### src/rtl/nibble_run_controller.sv
// -----------------------------------------------------------------------------
// nibble_run_controller
//
// Program loader and run/step/halt sequencer for the NibbleBuddy core.
// A host streams a program into the instruction memory while the core is
// held in reset. Once the load completes, the controller keeps the core in
// reset for a few more cycles and then parks it in HALT. From HALT the host
// can free-run the core, single-step it, or stop it at a PC breakpoint.
//
// Ports
//   clk         system clock, rising edge
//   reset       asynchronous active-low reset
//   load_start  pulse: begin program load at address 0
//   run_cmd     pulse: free-run the core
//   step_cmd    pulse: execute exactly one core cycle
//   halt_cmd    pulse: stop the core
//   host_valid  host_data holds a valid instruction word
//   host_ready  controller accepts host_data this cycle
//   host_data   instruction word from the host
//   bp_enable   breakpoint enable
//   bp_addr     breakpoint PC
//   cpu_pc      processor program counter
//   cpu_reset   active-high reset to the processor
//   cpu_clk_en  processor clock enable
//   imem_we     instruction-memory write strobe
//   imem_addr   instruction-memory write address
//   imem_wdata  instruction-memory write data (passes host_data through)
//   load_done   one-cycle pulse after the last word is written
//   bp_hit      one-cycle pulse when the breakpoint stops the core
//   state       IDLE=0 LOAD=1 RSTCPU=2 HALT=3 RUN=4 STEP=5
// -----------------------------------------------------------------------------
module nibble_run_controller #(
    parameter int PC_WIDTH    = 5,
    parameter int INSTR_WIDTH = 8,
    parameter int PROG_DEPTH  = 32,
    parameter int RESET_HOLD  = 2
) (
    input  logic                   clk,
    input  logic                   reset,
    input  logic                   load_start,
    input  logic                   run_cmd,
    input  logic                   step_cmd,
    input  logic                   halt_cmd,
    input  logic                   host_valid,
    output logic                   host_ready,
    input  logic [INSTR_WIDTH-1:0] host_data,
    input  logic                   bp_enable,
    input  logic [PC_WIDTH-1:0]    bp_addr,
    input  logic [PC_WIDTH-1:0]    cpu_pc,
    output logic                   cpu_reset,
    output logic                   cpu_clk_en,
    output logic                   imem_we,
    output logic [PC_WIDTH-1:0]    imem_addr,
    output logic [INSTR_WIDTH-1:0] imem_wdata,
    output logic                   load_done,
    output logic                   bp_hit,
    output logic [2:0]             state
);

    typedef enum logic [2:0] {
        ST_IDLE   = 3'd0,
        ST_LOAD   = 3'd1,
        ST_RSTCPU = 3'd2,
        ST_HALT   = 3'd3,
        ST_RUN    = 3'd4,
        ST_STEP   = 3'd5
    } state_t;

    // The hold counter only has to count 0 .. RESET_HOLD-1.
    localparam int HOLD_W = (RESET_HOLD > 1) ? $clog2(RESET_HOLD) : 1;

    localparam logic [PC_WIDTH-1:0] CNT_LAST  = PC_WIDTH'(PROG_DEPTH - 1);
    localparam logic [HOLD_W-1:0]   HOLD_LAST = HOLD_W'(RESET_HOLD - 1);

    state_t              state_q,     state_d;
    logic [PC_WIDTH-1:0] cnt_q,       cnt_d;
    logic [HOLD_W-1:0]   hold_q,      hold_d;
    logic                armed_q,     armed_d;
    logic                cpu_reset_q, cpu_reset_d;
    logic                clk_en_q,    clk_en_d;
    logic                load_done_q, load_done_d;

    logic                load_active_s;
    logic                write_s;
    logic                bp_match_s;

    // Host handshake and memory write port, decoded straight from state.
    always_comb begin
        load_active_s = (state_q == ST_LOAD);
        write_s       = load_active_s & host_valid;
    end

    // Breakpoint detection: only while free-running and armed. Disarming in
    // the first RUN cycle lets a resume from the breakpoint PC execute it.
    always_comb begin
        if ((state_q == ST_RUN) && armed_q && bp_enable && (cpu_pc == bp_addr)) begin
            bp_match_s = 1'b1;
        end else begin
            bp_match_s = 1'b0;
        end
    end

    // Next-state, load counter and reset-hold counter.
    always_comb begin
        state_d     = state_q;
        cnt_d       = cnt_q;
        hold_d      = hold_q;
        load_done_d = 1'b0;

        case (state_q)
            ST_IDLE: begin
                if (load_start) begin
                    state_d = ST_LOAD;
                    cnt_d   = {PC_WIDTH{1'b0}};
                end else begin
                    state_d = ST_IDLE;
                end
            end

            ST_LOAD: begin
                if (write_s) begin
                    if (cnt_q == CNT_LAST) begin
                        cnt_d       = {PC_WIDTH{1'b0}};
                        hold_d      = {HOLD_W{1'b0}};
                        load_done_d = 1'b1;
                        state_d     = ST_RSTCPU;
                    end else begin
                        cnt_d = cnt_q + PC_WIDTH'(1);
                    end
                end else begin
                    cnt_d = cnt_q;
                end
            end

            ST_RSTCPU: begin
                if (hold_q == HOLD_LAST) begin
                    hold_d  = {HOLD_W{1'b0}};
                    state_d = ST_HALT;
                end else begin
                    hold_d = hold_q + HOLD_W'(1);
                end
            end

            ST_HALT: begin
                // halt_cmd > load_start > step_cmd > run_cmd
                if (halt_cmd) begin
                    state_d = ST_HALT;
                end else if (load_start) begin
                    state_d = ST_LOAD;
                    cnt_d   = {PC_WIDTH{1'b0}};
                end else if (step_cmd) begin
                    state_d = ST_STEP;
                end else if (run_cmd) begin
                    state_d = ST_RUN;
                end else begin
                    state_d = ST_HALT;
                end
            end

            ST_RUN: begin
                if (halt_cmd || bp_match_s) begin
                    state_d = ST_HALT;
                end else begin
                    state_d = ST_RUN;
                end
            end

            ST_STEP: begin
                state_d = ST_HALT;
            end

            default: begin
                state_d = ST_IDLE;
                cnt_d   = {PC_WIDTH{1'b0}};
                hold_d  = {HOLD_W{1'b0}};
            end
        endcase
    end

    // Registered core controls follow the state being entered, so they line
    // up with the state register one cycle after the command.
    always_comb begin
        case (state_d)
            ST_IDLE, ST_LOAD, ST_RSTCPU: begin
                cpu_reset_d = 1'b1;
                clk_en_d    = 1'b0;
            end
            ST_RUN, ST_STEP: begin
                cpu_reset_d = 1'b0;
                clk_en_d    = 1'b1;
            end
            ST_HALT: begin
                cpu_reset_d = 1'b0;
                clk_en_d    = 1'b0;
            end
            default: begin
                cpu_reset_d = 1'b1;
                clk_en_d    = 1'b0;
            end
        endcase

        if ((state_q == ST_RUN) && (state_d == ST_RUN)) begin
            armed_d = 1'b1;
        end else begin
            armed_d = 1'b0;
        end
    end

    // State and control registers.
    always_ff @(posedge clk or negedge reset) begin
        if (!reset) begin
            state_q     <= ST_IDLE;
            cnt_q       <= {PC_WIDTH{1'b0}};
            hold_q      <= {HOLD_W{1'b0}};
            armed_q     <= 1'b0;
            cpu_reset_q <= 1'b1;
            clk_en_q    <= 1'b0;
            load_done_q <= 1'b0;
        end else begin
            state_q     <= state_d;
            cnt_q       <= cnt_d;
            hold_q      <= hold_d;
            armed_q     <= armed_d;
            cpu_reset_q <= cpu_reset_d;
            clk_en_q    <= clk_en_d;
            load_done_q <= load_done_d;
        end
    end

    // A breakpoint match kills the clock enable in the same cycle, so the
    // instruction at bp_addr never executes.
    assign cpu_clk_en = clk_en_q & ~bp_match_s;
    assign bp_hit     = bp_match_s;
    assign cpu_reset  = cpu_reset_q;
    assign load_done  = load_done_q;
    assign host_ready = load_active_s;
    assign imem_we    = write_s;
    assign imem_addr  = cnt_q;
    assign imem_wdata = host_data;
    assign state      = state_q;

endmodule

### config.mk
export PLATFORM = sky130hd
export DESIGN_NAME = nibble_run_controller
export DESIGN_NICKNAME = d
export VERILOG_FILES = /design/src/rtl/nibble_run_controller.sv
export SDC_FILE = /design/constraint.sdc
export NUM_CORES = 1
export LEC_CHECK = 0
export BUFFER_PORTS_ARGS = -buffer_cell sky130_fd_sc_hd__buf_2
export CORE_ASPECT_RATIO = 1.4
export CORE_MARGIN = 2
export CORE_UTILIZATION = 39
export DETAILED_ROUTE_END_ITERATION = 16
export GPL_ROUTABILITY_DRIVEN = 0
export GPL_TIMING_DRIVEN = 0
export PLACE_DENSITY = 0.8
export SLEW_MARGIN = 25
export SYNTH_ARGS = -nofsm -noshare
export SYNTH_HDL_FRONTEND = slang
export SYNTH_SLANG_ARGS = --single-unit
### constraint.sdc
create_clock -name clk -period 3.86 [get_ports clk]
set_clock_uncertainty 0.2 [all_clocks]
set_input_delay 0.772 -clock clk [delete_from_list [all_inputs] [get_ports clk]]
set_output_delay 0.772 -clock clk [all_outputs]
set_load 0.005 [all_outputs]
==> results of run 1 <==
==> per-layer routing <==
metal / routed length (um) / global-route usage (%) / share of wire, %
met1: 768 / 19.8 / 37
met2: 1120 / 31.3 / 54
met3: 136 / 1.79 / 6.6
met4: 49 / 11.3 / 2.4
met5: 0 / 0 / 0
==> metrics by stage <==
step / instances / setup WS, ns / cell area (um2) / utilization, %
2_1_floorplan: 93 / 1.26 / 890 / -
3_3_place_gp: 154 / 0.970 / 1110 / 51.1
3_5_place_dp: 154 / 0.940 / 1110 / 51.1
4_1_cts: 158 / 0.923 / 1140 / 52.3
5_1_grt: 158 / 0.841 / 1140 / 52.3
6_report: 158 / 0.902 / 1140 / 52.3
==> worst max-delay path: stages <==
cell	delay, ns
buf_2	0.11
xor2_1	0.15
nor4_1	0.42
nand2_1	0.12
o31a_1	0.28
buf_2	0.12
==> sequential cells by signal (all words and copies together) (netlist names) <==
signal     cells
state          3
hold_q         1
armed_q        1
imem_addr      5
load_done      1
cpu_reset      1
clk_en_q       1
==> layout by cell type (no fill, tap or decap), types with 2 or more instances in the layout <==
cell type	count
xor2_1	5
dfrtp_1	12
and3_1	3
nand4_1	3
a211oi_1	2
buf_4	8
ha_1	2
mux2_2	2
o211ai_1	2
nor2_1	6
nor2b_1	2
a21oi_1	3
nor3_1	2
nand2b_1	2
and2_1	3
mux2i_1	2
clkbuf_4	3
clkbuf_1	3
o21ai_0	3
nand2_1	4
a21o_1	2
inv_1	4
buf_2	39
o21bai_1	3
==> cells by family (layout without fill, tap and decap cells) <==
kind of cell | Yosys count | count (layout)
adders and majority gates | 2 | 2
DFF | 13 | 13
xor gates and xnor gates | 5 | 5
and+or+nand+nor | 32 | 32
muxes | 5 | 5
AOI/OAI and AO/OA | 21 | 21
buffers and inverters | 15 | 58
==> final cells by class <==
cell class	instances	area (um2)	share of cell area, %
inverter	4	15.0	1.32
buffer	11	78.8	6.92
clock buffer	4	26.3	2.31
timing repair buffer	39	195	17.1
sequential	13	327	28.7
multi-input combinational	65	469	41.2
tap	22	27.5	2.42
==> report_power, final <==
group | switching, mW | leakage [nW] | internal (mW)
combinational | 0.139 | 0.411 | 0.135
sequential | 0.0381 | 0.170 | 0.171
clock | 0.0460 | 0.0150 | 0.0401
==> worst max-delay path by stage <==
| stage | from | to | slack [ns] |
|---|---|---|---|
| floorplan | bp_addr[3] | cpu_clk_en | 1.26 |
| detailed placement | bp_addr[3] | cpu_clk_en | 0.94 |
| global route | bp_addr[3] | cpu_clk_en | 0.84 |
| CTS | bp_addr[3] | cpu_clk_en | 0.92 |
| global placement | bp_addr[3] | cpu_clk_en | 0.97 |
| finish | bp_addr[3] | cpu_clk_en | 0.90 |
==> out/metrics.json, run 1 <==
{
  "cts": {
    "clkTransAtPathRegs_ns": 0.08,
    "cts-htree-levels": 1,
    "clockRootBuffer": "clkbuf_4",
    "cts_hold_buffers": 0,
    "clock-sinks": 13,
    "clock_insertion_delay_worst_skew_ns": 0.28,
    "cts_resized": 0,
    "clock_path_buffers": 2,
    "post-cts-setup-buffer-count": 0,
    "cts_tree": "yes",
    "total_cts_buffers": 3
  },
  "grt": {
    "grt_first_pass_wirelength_um": 3460,
    "grt.total_usage_pct": 17.6,
    "first_global_vias": 811,
    "grt_start_max_net_pins": 14,
    "grt.overflow.total": 0,
    "antenna_found_initial": 0
  },
  "timing": {
    "period_needed_ns": 2.96,
    "max_slew.worst_pin.slew_ns": 0.514,
    "holdWs_ns": 0.169,
    "slew-limit-headroom_pct": 65.5,
    "fin_tns_setup_ns": 0,
    "maxSlewViolCount": 0,
    "report.final.setup_viol": 0,
    "rsz0062_at_grt": "false",
    "final-hold-violation-count": 0,
    "highest_clock_rate_mhz": 338,
    "layout_worst_path_cycle_share_pct": 76.6
  },
  "cells_and_area": {
    "finalNetCount": 165,
    "layout.filler_cells": 216,
    "n_antenna_cell": 0,
    "area_growth_pct": 28.0,
    "layout-drive-gt1-share_pct": 41.9
  },
  "routing": {
    "remaining_drc_errors": 0,
    "firstDrtPassIters": 4,
    "starting_drc_count_in_detailed_routing": 17,
    "drt-vias-per-instance": 5.37,
    "ant_nets": 0,
    "wire_per_inst_um": 13.1,
    "wirelength_um": 2070,
    "num_vias": 849
  },
  "critical_path": {
    "r2r-start": "imem_addr[0]$_DFFE_PN0P_",
    "worstRegToRegCells": 7,
    "worst-endpoint-required_ns": 2.89,
    "worstReg2RegEnd": "cpu_reset$_DFF_PN1_",
    "setup.reg_to_reg.worst_slack_ns": 1.76,
    "critical_path_class": "in -> out",
    "worstPathMaxFanout": 2,
    "worst-endpoint-arrival_ns": 1.99,
    "start_kind": "input port",
    "worstSetupEndpointType": "primary output"
  },
  "logic_synthesis": {
    "synth_top_area_cell": "dfrtp_1",
    "ys_top_cells_by_area": "dfrtp_1 (34%), buf_4 (6.8%), xor2_1 (4.9%), dfstp_2 (3.0%), ha_1 (2.8%)",
    "syn-mean-instance-area_um2": 9.57,
    "combinational_family_with_the_most_area_after_synthesis": "simple AND/OR/NAND/NOR gates",
    "synthesized_area_fraction_occupied_by_ao_oa_aoi_and_oai_cells_pct": 17.0,
    "synth_xor_area_share_pct": 4.92,
    "yosys_register_bits": 13,
    "synthTopCellsByCount": "dfrtp_1 (12), buf_4 (8), nor2_1 (6)",
    "synth_simple_gate_area_share_pct": 21.5,
    "synthDominantCellAreaShare_pct": 33.8,
    "most_instantiated_library_cell_after_synthesis": "dfrtp_1",
    "synthCells": 93,
    "synth-warning-count": 0,
    "yosys.area_share.adder_pct": 2.81,
    "post_synth_instance_area_um2": 890,
    "synth_async_sr_flop_share_pct": 100,
    "syn_nets": 121,
    "synth_enable_flop_cells": 0,
    "ys.flop_type": "dfrtp_1",
    "yosys-mux-area-fraction_pct": 6.47,
    "yosysSeqAreaShare_pct": 36.7,
    "synth_cell_type_count": 38
  },
  "floorplan": {
    "fp-row-count": 20,
    "die-height_um": 60.5,
    "ios": 48,
    "initial_utilization_pct": 40.9,
    "die_width_um": 44.4,
    "design.die.area_um2": 2680,
    "design.core.area_um2": 2180
  },
  "run": {
    "maxCapViolations": 0
  },
  "power": {
    "powerDensity_nw_per_um2": 500,
    "maximum_vdd_ir_drop_mv": 0.332,
    "leakagePower_nw": 0.597,
    "power.total_mw": 0.569
  },
  "place": {
    "numPortBuffers": 39,
    "dp_hpwl_um": 1640
  },
  "hold_path": {
    "hold_removal_path_class": "in -> async"
  },
  "outcome": {
    "result_of_the_run": "finished clean"
  }
}
Power figures use the tool's default switching activity.
==> inputs of run 2 (changes only) <==
--- a/config.mk
+++ b/config.mk
@@ -5,6 +5,7 @@
 export SDC_FILE = /design/constraint.sdc
 export NUM_CORES = 1
 export LEC_CHECK = 0
+export ABC_AREA = 1
 export BUFFER_PORTS_ARGS = -buffer_cell sky130_fd_sc_hd__buf_2
 export CORE_ASPECT_RATIO = 1.4
 export CORE_MARGIN = 2
@@ -12,7 +13,7 @@
 export DETAILED_ROUTE_END_ITERATION = 16
 export GPL_ROUTABILITY_DRIVEN = 0
 export GPL_TIMING_DRIVEN = 0
-export PLACE_DENSITY = 0.8
+export PLACE_DENSITY = 0.79
 export SLEW_MARGIN = 25
 export SYNTH_ARGS = -nofsm -noshare
 export SYNTH_HDL_FRONTEND = slang
==> constraint.sdc (replaced) <==
create_clock -name clk -period 2.8 [get_ports clk]
set_clock_uncertainty 0.2 [all_clocks]
set_input_delay 0.56 -clock clk [delete_from_list [all_inputs] [get_ports clk]]
set_output_delay 0.56 -clock clk [all_outputs]
set_load 0.005 [all_outputs]
==> out/metrics.json, run 2 <==
{
  "outcome": {
    "result_of_the_run": "finished clean"
  },
  "grt": {
    "grt.total_usage": {"value": 13.8, "unit": "%", "change": "-3.8 points"},
    "grt_start_max_net_pins": {"value": 14, "change": "unchanged"},
    "antenna_found_initial": {"value": 0, "change": "unchanged"},
    "first_global_vias": {"value": 829, "change": "+2.2%"},
    "grt_first_pass_wirelength": {"value": 3070, "unit": "um", "change": "-11%"},
    "grt.overflow.total": {"value": 0, "change": "unchanged"}
  },
  "cts": {
    "clockRootBuffer": "clkbuf_4",
    "clock-sinks": {"value": 13, "change": "unchanged"},
    "clock_insertion_delay_worst_skew": {"value": 0.27, "unit": "ns", "change": "about the same"},
    "total_cts_buffers": {"value": 3, "change": "unchanged"},
    "cts-htree-levels": {"value": 1, "change": "unchanged"},
    "cts_tree": "yes",
    "clock_path_buffers": {"value": 2, "change": "unchanged"},
    "cts_resized": {"value": 0, "change": "unchanged"},
    "post-cts-setup-buffer-count": {"value": 0, "change": "unchanged"},
    "clkTransAtPathRegs": {"value": 0.09, "unit": "ns", "change": "about the same"}
  },
  "floorplan": {
    "initial_utilization": {"value": 40.7, "unit": "%", "change": "-0.12 points"},
    "fp-row-count": {"value": 21, "change": "+5.0%"},
    "die-height": {"value": 62.8, "unit": "um", "change": "+3.8%"},
    "design.die.area": {"value": 2890, "unit": "um2", "change": "+7.6%"},
    "ios": {"value": 48, "change": "unchanged"},
    "design.core.area": {"value": 2360, "unit": "um2", "change": "+8.6%"},
    "die_width": {"value": 46.0, "unit": "um", "change": "+3.7%"}
  },
  "logic_synthesis": {
    "ys_top_cells_by_area": "dfrtp_1 (31%), nand2_1 (12%), inv_1 (9.0%), buf_4 (6.2%), nand2_2 (4.5%)",
    "synth_simple_gate_area_share": {"value": 34.9, "unit": "%", "change": "+13 points"},
    "most_instantiated_library_cell_after_synthesis": "nand2_1",
    "yosysSeqAreaShare": {"value": 33.9, "unit": "%", "change": "-2.8 points"},
    "post_synth_instance_area": {"value": 963, "unit": "um2", "change": "+8.3%"},
    "synth_cell_type_count": {"value": 25, "change": "-34%"},
    "yosys_register_bits": {"value": 13, "change": "unchanged"},
    "synth-warning-count": {"value": 0, "change": "unchanged"},
    "combinational_family_with_the_most_area_after_synthesis": "simple AND/OR/NAND/NOR gates",
    "synthDominantCellAreaShare": {"value": 31.2, "unit": "%", "change": "-2.6 points"},
    "yosys.area_share.adder": {"value": 2.60, "unit": "%", "change": "-0.22 points"},
    "synthesized_area_fraction_occupied_by_ao_oa_aoi_and_oai_cells": {"value": 9.48, "unit": "%", "change": "-7.5 points"},
    "synthCells": {"value": 132, "change": "+42%"},
    "ys.flop_type": "dfrtp_1",
    "synthTopCellsByCount": "nand2_1 (31), inv_1 (23), dfrtp_1 (12)",
    "synth_xor_area_share": {"value": 1.82, "unit": "%", "change": "-3.1 points"},
    "syn_nets": {"value": 160, "change": "+32%"},
    "yosys-mux-area-fraction": {"value": 0, "unit": "%", "change": "-6.5 points"},
    "synth_top_area_cell": "dfrtp_1",
    "synth_enable_flop_cells": {"value": 0, "change": "unchanged"},
    "syn-mean-instance-area": {"value": 7.30, "unit": "um2", "change": "-24%"},
    "synth_async_sr_flop_share": {"value": 100, "unit": "%", "change": "unchanged"}
  },
  "critical_path": {
    "crit_cells": {"value": 9, "change": "+3"},
    "cpMaxStageDelayCell": "dfrtp_1",
    "critical_path.cell_chain": "inv_1, nand2_1, nor2_1, nand2_1, nor2_2, nand2_2, inv_1, nor2_1, buf_2",
    "worst_path_dominant_cell_family": "simple AND/OR/NAND/NOR gates",
    "critical_path_class": "reg -> out",
    "critical_path.max_stage_delay": {"value": 0.47, "unit": "ns", "change": "+0.05 ns"},
    "start_kind": "flip-flop",
    "worst-endpoint-arrival": {"value": 1.55, "unit": "ns", "change": "-0.44 ns"},
    "cp-startpoint": "state[1]$_DFF_PN0_",
    "worst_setup_path_endpoint": "cpu_clk_en",
    "worstRegToRegCells": {"value": 10, "change": "+3"},
    "r2r-start": "imem_addr[1]$_DFFE_PN0P_",
    "worstPathMaxFanout": {"value": 6, "change": "+4"},
    "timing.critical_path.buf_inv": {"value": 3, "change": "+1"},
    "worstReg2RegEnd": "cpu_reset$_DFF_PN1_",
    "worstSetupEndpointType": "primary output",
    "setup.reg_to_reg.worst_slack": {"value": 0.90, "unit": "ns", "change": "-0.86 ns"},
    "worst-endpoint-required": {"value": 2.04, "unit": "ns", "change": "-0.85 ns"}
  },
  "timing": {
    "highest_clock_rate_mhz": 433,
    "max_slew.worst_pin.slew": {"value": 0.299, "unit": "ns", "change": "-0.215 ns"},
    "report.final.setup_viol": {"value": 0, "change": "unchanged"},
    "period_needed_ns": 2.31,
    "slew-limit-headroom": {"value": 80.1, "unit": "%", "change": "+15 points"},
    "fin_tns_setup": {"value": 0, "unit": "ns", "change": "unchanged"},
    "maxSlewViolCount": {"value": 0, "change": "unchanged"},
    "rsz0062_at_grt": "false",
    "final-hold-violation-count": {"value": 0, "change": "unchanged"},
    "layout_worst_path_cycle_share_pct": 82.4
  },
  "hold_path": {
    "hp-start": "hold_q$_DFFE_PN0P_",
    "hold_removal_path_class": "reg -> reg"
  },
  "cells_and_area": {
    "multi_input_comb_area": {"value": 470, "unit": "um2", "change": "+0.27%"},
    "layout-drive-gt1-share": {"value": 42.6, "unit": "%", "change": "+0.70 points"},
    "layout.filler_cells": {"value": 247, "change": "+14%"},
    "largest_register_ff_count": {"value": 5, "change": "unchanged"},
    "ff_latch_area": {"value": 327, "unit": "um2", "change": "unchanged"},
    "n_antenna_cell": {"value": 0, "change": "unchanged"},
    "finalNetCount": {"value": 205, "change": "+24%"},
    "total_non_filler_cell_area_in_the_finished_layout": {"value": 1220, "unit": "um2", "change": "+7.5%"},
    "mostFrequentLayoutCell": "buf_2",
    "layout.cells.most_common_list": "buf_2 (39), nand2_1 (31), inv_1 (23)",
    "area_growth_pct": 27.0
  },
  "place": {
    "numPortBuffers": {"value": 39, "change": "unchanged"},
    "post_dp_cell_area": {"value": 1190, "unit": "um2", "change": "+6.7%"},
    "dp_hpwl": {"value": 1620, "unit": "um", "change": "-1.5%"}
  },
  "routing": {
    "num_vias": {"value": 934, "change": "+10%"},
    "ant_nets": {"value": 0, "change": "unchanged"},
    "remaining_drc_errors": {"value": 0, "change": "unchanged"},
    "firstDrtPassIters": {"value": 4, "change": "unchanged"},
    "wire_per_inst": {"value": 9.76, "unit": "um", "change": "-26%"},
    "wirelength": {"value": 1940, "unit": "um", "change": "-6.2%"},
    "starting_drc_count_in_detailed_routing": {"value": 13, "change": "-4"},
    "drt-vias-per-instance": {"value": 4.69, "change": "-13%"}
  },
  "run": {
    "maxCapViolations": {"value": 0, "change": "unchanged"}
  },
  "power": {
    "leakagePower": {"value": 0.705, "unit": "nW", "change": "+18%"},
    "powerDensity": {"value": 490, "unit": "nW/um2", "change": "-2.0%"},
    "maximum_vdd_ir_drop": {"value": 0.436, "unit": "mV", "change": "+31%"},
    "power.total": {"value": 0.600, "unit": "mW", "change": "+5.4%"}
  }
}
[run 2: cell count changes after synthesis, sizes merged, moves of 3 or more]
cell / before / now
nand2: 4 / 38
and3: 4 / 0
o22ai: 0 / 3
mux2: 3 / 0
nand3: 0 / 10
inv: 4 / 26
nand4: 3 / 0
nor2: 6 / 16
and2: 3 / 0
o21bai: 3 / 0
o21ai: 3 / 8
xor2: 5 / 2
[run 2: final cells by class]
type / count / area share, %
sequential: 13 / 26.7
buffer: 8 / 4.91
inverter: 27 / 8.69
clock buffer: 4 / 2.15
tap: 23 / 2.35
multi-input combinational: 84 / 38.4
timing repair buffer: 40 / 16.8
[run 2: metal layers]
metal	GRT usage, %	part of all wire, %
met2	26.2	52
met1	14.3	39
met3	2.02	8.1
met5	0	0
met4	4.29	0.51
[run 2: worst min path at each step]
stage          depth (start not counted)                        to
3_5_place_dp                           1  imem_addr[1]$_DFFE_PN0P_
2_1_floorplan                          0         armed_q$_DFF_PN0_
5_1_grt                                1        hold_q$_DFFE_PN0P_
6_report                               1        hold_q$_DFFE_PN0P_
4_1_cts                                1        hold_q$_DFFE_PN0P_
3_3_place_gp                           1  imem_addr[2]$_DFFE_PN0P_
[run 2: report_power, final]
part | switching [mW] | internal [mW] | total, mW
combinational | 0.116 | 0.108 | 0.224
clock | 0.0583 | 0.0550 | 0.113
sequential | 0.0373 | 0.225 | 0.262
[run 2: cell families after synthesis]
group | count (synthesis)
simple gates | 66
buf+inv | 35
compound gates | 14
flops | 13
xor+xnor | 2
fa+ha+maj | 2
[run 2: repair_timing]
item | CTS | global route
hold buffers | 1 | 0
endpoints found under the setup margin | 0 | 0
endpoints found under the hold margin | 12 | 0
[run 2: stage by stage]
stage | worst slack, ns | utilization [%] | hold WS (ns) | instances
2_1_floorplan | 0.969 | - | 0.0644 | 132
3_3_place_gp | 0.735 | 50.2 | 0.262 | 194
3_5_place_dp | 0.716 | 50.2 | 0.264 | 194
4_1_cts | 0.492 | 51.7 | 0.307 | 199
5_1_grt | 0.345 | 51.7 | 0.332 | 199
6_report | 0.492 | 51.7 | 0.303 | 199
==> inputs of run 3 (changes only) <==
--- a/config.mk
+++ b/config.mk
@@ -13,7 +13,7 @@
 export DETAILED_ROUTE_END_ITERATION = 16
 export GPL_ROUTABILITY_DRIVEN = 0
 export GPL_TIMING_DRIVEN = 0
-export PLACE_DENSITY = 0.79
+export PLACE_DENSITY = 0.82
 export SLEW_MARGIN = 25
 export SYNTH_ARGS = -nofsm -noshare
 export SYNTH_HDL_FRONTEND = slang
==> constraint.sdc (replaced) <==
create_clock -name clk -period 2 [get_ports clk]
set_clock_uncertainty 0.2 [all_clocks]
set_input_delay 0.4 -clock clk [delete_from_list [all_inputs] [get_ports clk]]
set_output_delay 0.4 -clock clk [all_outputs]
set_load 0.005 [all_outputs]
==> out/metrics.json, run 3 (synthesis gave the netlist of run 2 again) <==
{
  "cells_and_area": {
    "layout-drive-gt1-share": {"value": 49.5, "unit": "%", "change": "+6.9 points"},
    "ff_latch_area": {"value": 329, "unit": "um2", "change": "+0.77%"},
    "finalNetCount": {"value": 217, "change": "+5.9%"},
    "layout.filler_cells": {"value": 232, "change": "-6.1%"},
    "n_antenna_cell": {"value": 0, "change": "unchanged"},
    "area_growth_pct": 37.9,
    "multi_input_comb_area": {"value": 483, "unit": "um2", "change": "+2.7%"},
    "mostFrequentLayoutCell": "buf_2",
    "largest_register_ff_count": {"value": 5, "change": "unchanged"},
    "layout.cells.most_common_list": "buf_2 (39), nand2_1 (30), inv_1 (22)",
    "number_of_standard_cells_in_the_final_layout_excluding_fillers": {"value": 211, "change": "+6.0%"}
  },
  "floorplan": {
    "ios": {"value": 48, "change": "unchanged"},
    "design.core.area": {"value": 2360, "unit": "um2", "change": "unchanged"},
    "design.die.area": {"value": 2890, "unit": "um2", "change": "unchanged"},
    "die-height": {"value": 62.8, "unit": "um", "change": "unchanged"},
    "initial_utilization": {"value": 40.7, "unit": "%", "change": "unchanged"},
    "fp-row-count": {"value": 21, "change": "unchanged"},
    "die_width": {"value": 46.0, "unit": "um", "change": "unchanged"}
  },
  "routing": {
    "firstDrtPassIters": {"value": 4, "change": "unchanged"},
    "wirelength": {"value": 2280, "unit": "um", "change": "+17%"},
    "wire_per_inst": {"value": 10.8, "unit": "um", "change": "+11%"},
    "drt-vias-per-instance": {"value": 4.73, "change": "+0.78%"},
    "ant_nets": {"value": 0, "change": "unchanged"},
    "num_vias": {"value": 998, "change": "+6.9%"},
    "starting_drc_count_in_detailed_routing": {"value": 6, "change": "-7"},
    "remaining_drc_errors": {"value": 0, "change": "unchanged"}
  },
  "critical_path": {
    "r2r-start": "imem_addr[0]$_DFFE_PN0P_",
    "worst_setup_path_endpoint": "cpu_clk_en",
    "setup.reg_to_reg.worst_slack": {"value": 0.13, "unit": "ns", "change": "-0.77 ns"},
    "start_kind": "flip-flop",
    "worstSetupEndpointType": "primary output",
    "critical_path_class": "reg -> out",
    "worst-endpoint-arrival": {"value": 1.34, "unit": "ns", "change": "-0.21 ns"},
    "worstRegToRegCells": {"value": 10, "change": "unchanged"},
    "worst-endpoint-required": {"value": 1.40, "unit": "ns", "change": "-0.64 ns"},
    "worstPathMaxFanout": {"value": 3, "change": "-3"},
    "cp-startpoint": "state[1]$_DFF_PN0_",
    "worstReg2RegEnd": "cpu_reset$_DFF_PN1_"
  },
  "timing": {
    "holdWs": {"value": 0.257, "unit": "ns", "change": "-0.0453 ns"},
    "final-hold-violation-count": {"value": 0, "change": "unchanged"},
    "max_slew.worst_pin.slew": {"value": 0.308, "unit": "ns", "change": "+0.00843 ns"},
    "slew-limit-headroom": {"value": 79.5, "unit": "%", "change": "-0.56 points"},
    "rsz0062_at_grt": "true",
    "layout_worst_path_cycle_share_pct": 97.2,
    "period_needed_ns": 1.94,
    "report.final.setup_viol": {"value": 0, "change": "unchanged"},
    "highest_clock_rate_mhz": 514,
    "maxSlewViolCount": {"value": 0, "change": "unchanged"}
  },
  "cts": {
    "clock_insertion_delay_worst_skew": {"value": 0.29, "unit": "ns", "change": "+0.02 ns"},
    "cts_tree": "yes",
    "cts-htree-levels": {"value": 1, "change": "unchanged"},
    "clkTransAtPathRegs": {"value": 0.09, "unit": "ns", "change": "about the same"},
    "clock-sinks": {"value": 13, "change": "unchanged"},
    "clockRootBuffer": "clkbuf_4",
    "total_cts_buffers": {"value": 3, "change": "unchanged"},
    "clock_path_buffers": {"value": 2, "change": "unchanged"}
  },
  "grt": {
    "grt.overflow.total": {"value": 0, "change": "unchanged"},
    "antenna_found_initial": {"value": 0, "change": "unchanged"},
    "grt_first_pass_wirelength": {"value": 3500, "unit": "um", "change": "+14%"},
    "grt.total_usage": {"value": 15.7, "unit": "%", "change": "+1.8 points"},
    "first_global_vias": {"value": 927, "change": "+12%"},
    "grt_start_max_net_pins": {"value": 14, "change": "unchanged"}
  },
  "power": {
    "maximum_vdd_ir_drop": {"value": 0.590, "unit": "mV", "change": "+35%"},
    "power.total": {"value": 0.887, "unit": "mW", "change": "+48%"},
    "powerDensity": {"value": 668, "unit": "nW/um2", "change": "+36%"},
    "leakagePower": {"value": 0.756, "unit": "nW", "change": "+7.3%"}
  },
  "outcome": {
    "result_of_the_run": "finished clean"
  },
  "run": {
    "maxCapViolations": {"value": 0, "change": "unchanged"}
  },
  "place": {
    "place_inst": {"value": 194, "change": "unchanged"},
    "numPortBuffers": {"value": 39, "change": "unchanged"},
    "dp_hpwl": {"value": 1690, "unit": "um", "change": "+4.4%"}
  },
  "hold_path": {
    "hold_removal_path_class": "in -> reg"
  }
}
==> run 3: cell type report <==
class	count	area share, %
well taps	23	2.17
repair buffers	52	22.2
multi-input cells	84	36.3
clock buffers	4	1.98
plain buffers	8	4.52
inverters	27	8.00
flip-flops and latches	13	24.8
==> run 3: worst min path at each step <==
stage | from | end | slack, ns | cells after the start
floorplan | reset | armed_q$_DFF_PN0_ | -0.1 | 0
global route | load_start | state[0]$_DFF_PN0_ | 0.30 | 5
global placement | reset | imem_addr[2]$_DFFE_PN0P_ | 0.1 | 1
finish | load_start | clk_en_q$_DFF_PN0_ | 0.26 | 4
CTS | load_start | clk_en_q$_DFF_PN0_ | 0.25 | 4
detailed placement | reset | imem_addr[0]$_DFFE_PN0P_ | 0.11 | 1
==> run 3: power breakdown <==
| group | switching (mW) | internal, mW | total (mW) |
|---|---|---|---|
| Clock | 0.0922 | 0.0774 | 0.170 |
| Sequential | 0.0479 | 0.315 | 0.363 |
| Combinational | 0.176 | 0.179 | 0.355 |
==> run 3: worst max-delay path, cell delays in order (launching register included) <==
cell     delay (ns)
dfrtp_2        0.44
inv_2          0.07
nand2_2        0.07
nor2_4         0.08
nand2_1        0.06
nor2_2         0.08
nand2_2        0.05
inv_1          0.06
nor2_1         0.03
buf_2          0.11
==> run 3: per-layer routing <==
metal / vias to the layer above / track usage (%) / share of wire [%]
met5: - / 0 / 0
met4: 0 / 7.14 / 3.4
met3: 6 / 2.02 / 6.8
met2: 41 / 29.0 / 53
met1: 442 / 15.9 / 37
li1: 509 / - / -
==> run 3: repair_timing <==
item | 4_1_cts | 5_1_grt
setup endpoints to repair | 3 | 5
pin swaps | 3 | 2
hold endpoints to repair | 12 | 0
hold buffers | 1 | 0
resized for setup | 5 | 2
buffers inserted | 6 | 6
==> run 3: metrics by stage <==
step	setup WS, ns	utilization, %	setup TNS, ns	area, um2
floorplan	0.291	-	0	963
global placement	0.124	50.2	0	1190
detailed placement	0.107	50.2	0	1190
CTS	-0.0259	54.0	-0.0259	1280
global route	-0.0236	56.2	-0.0401	1330
finish	0.0551	56.2	0	1330
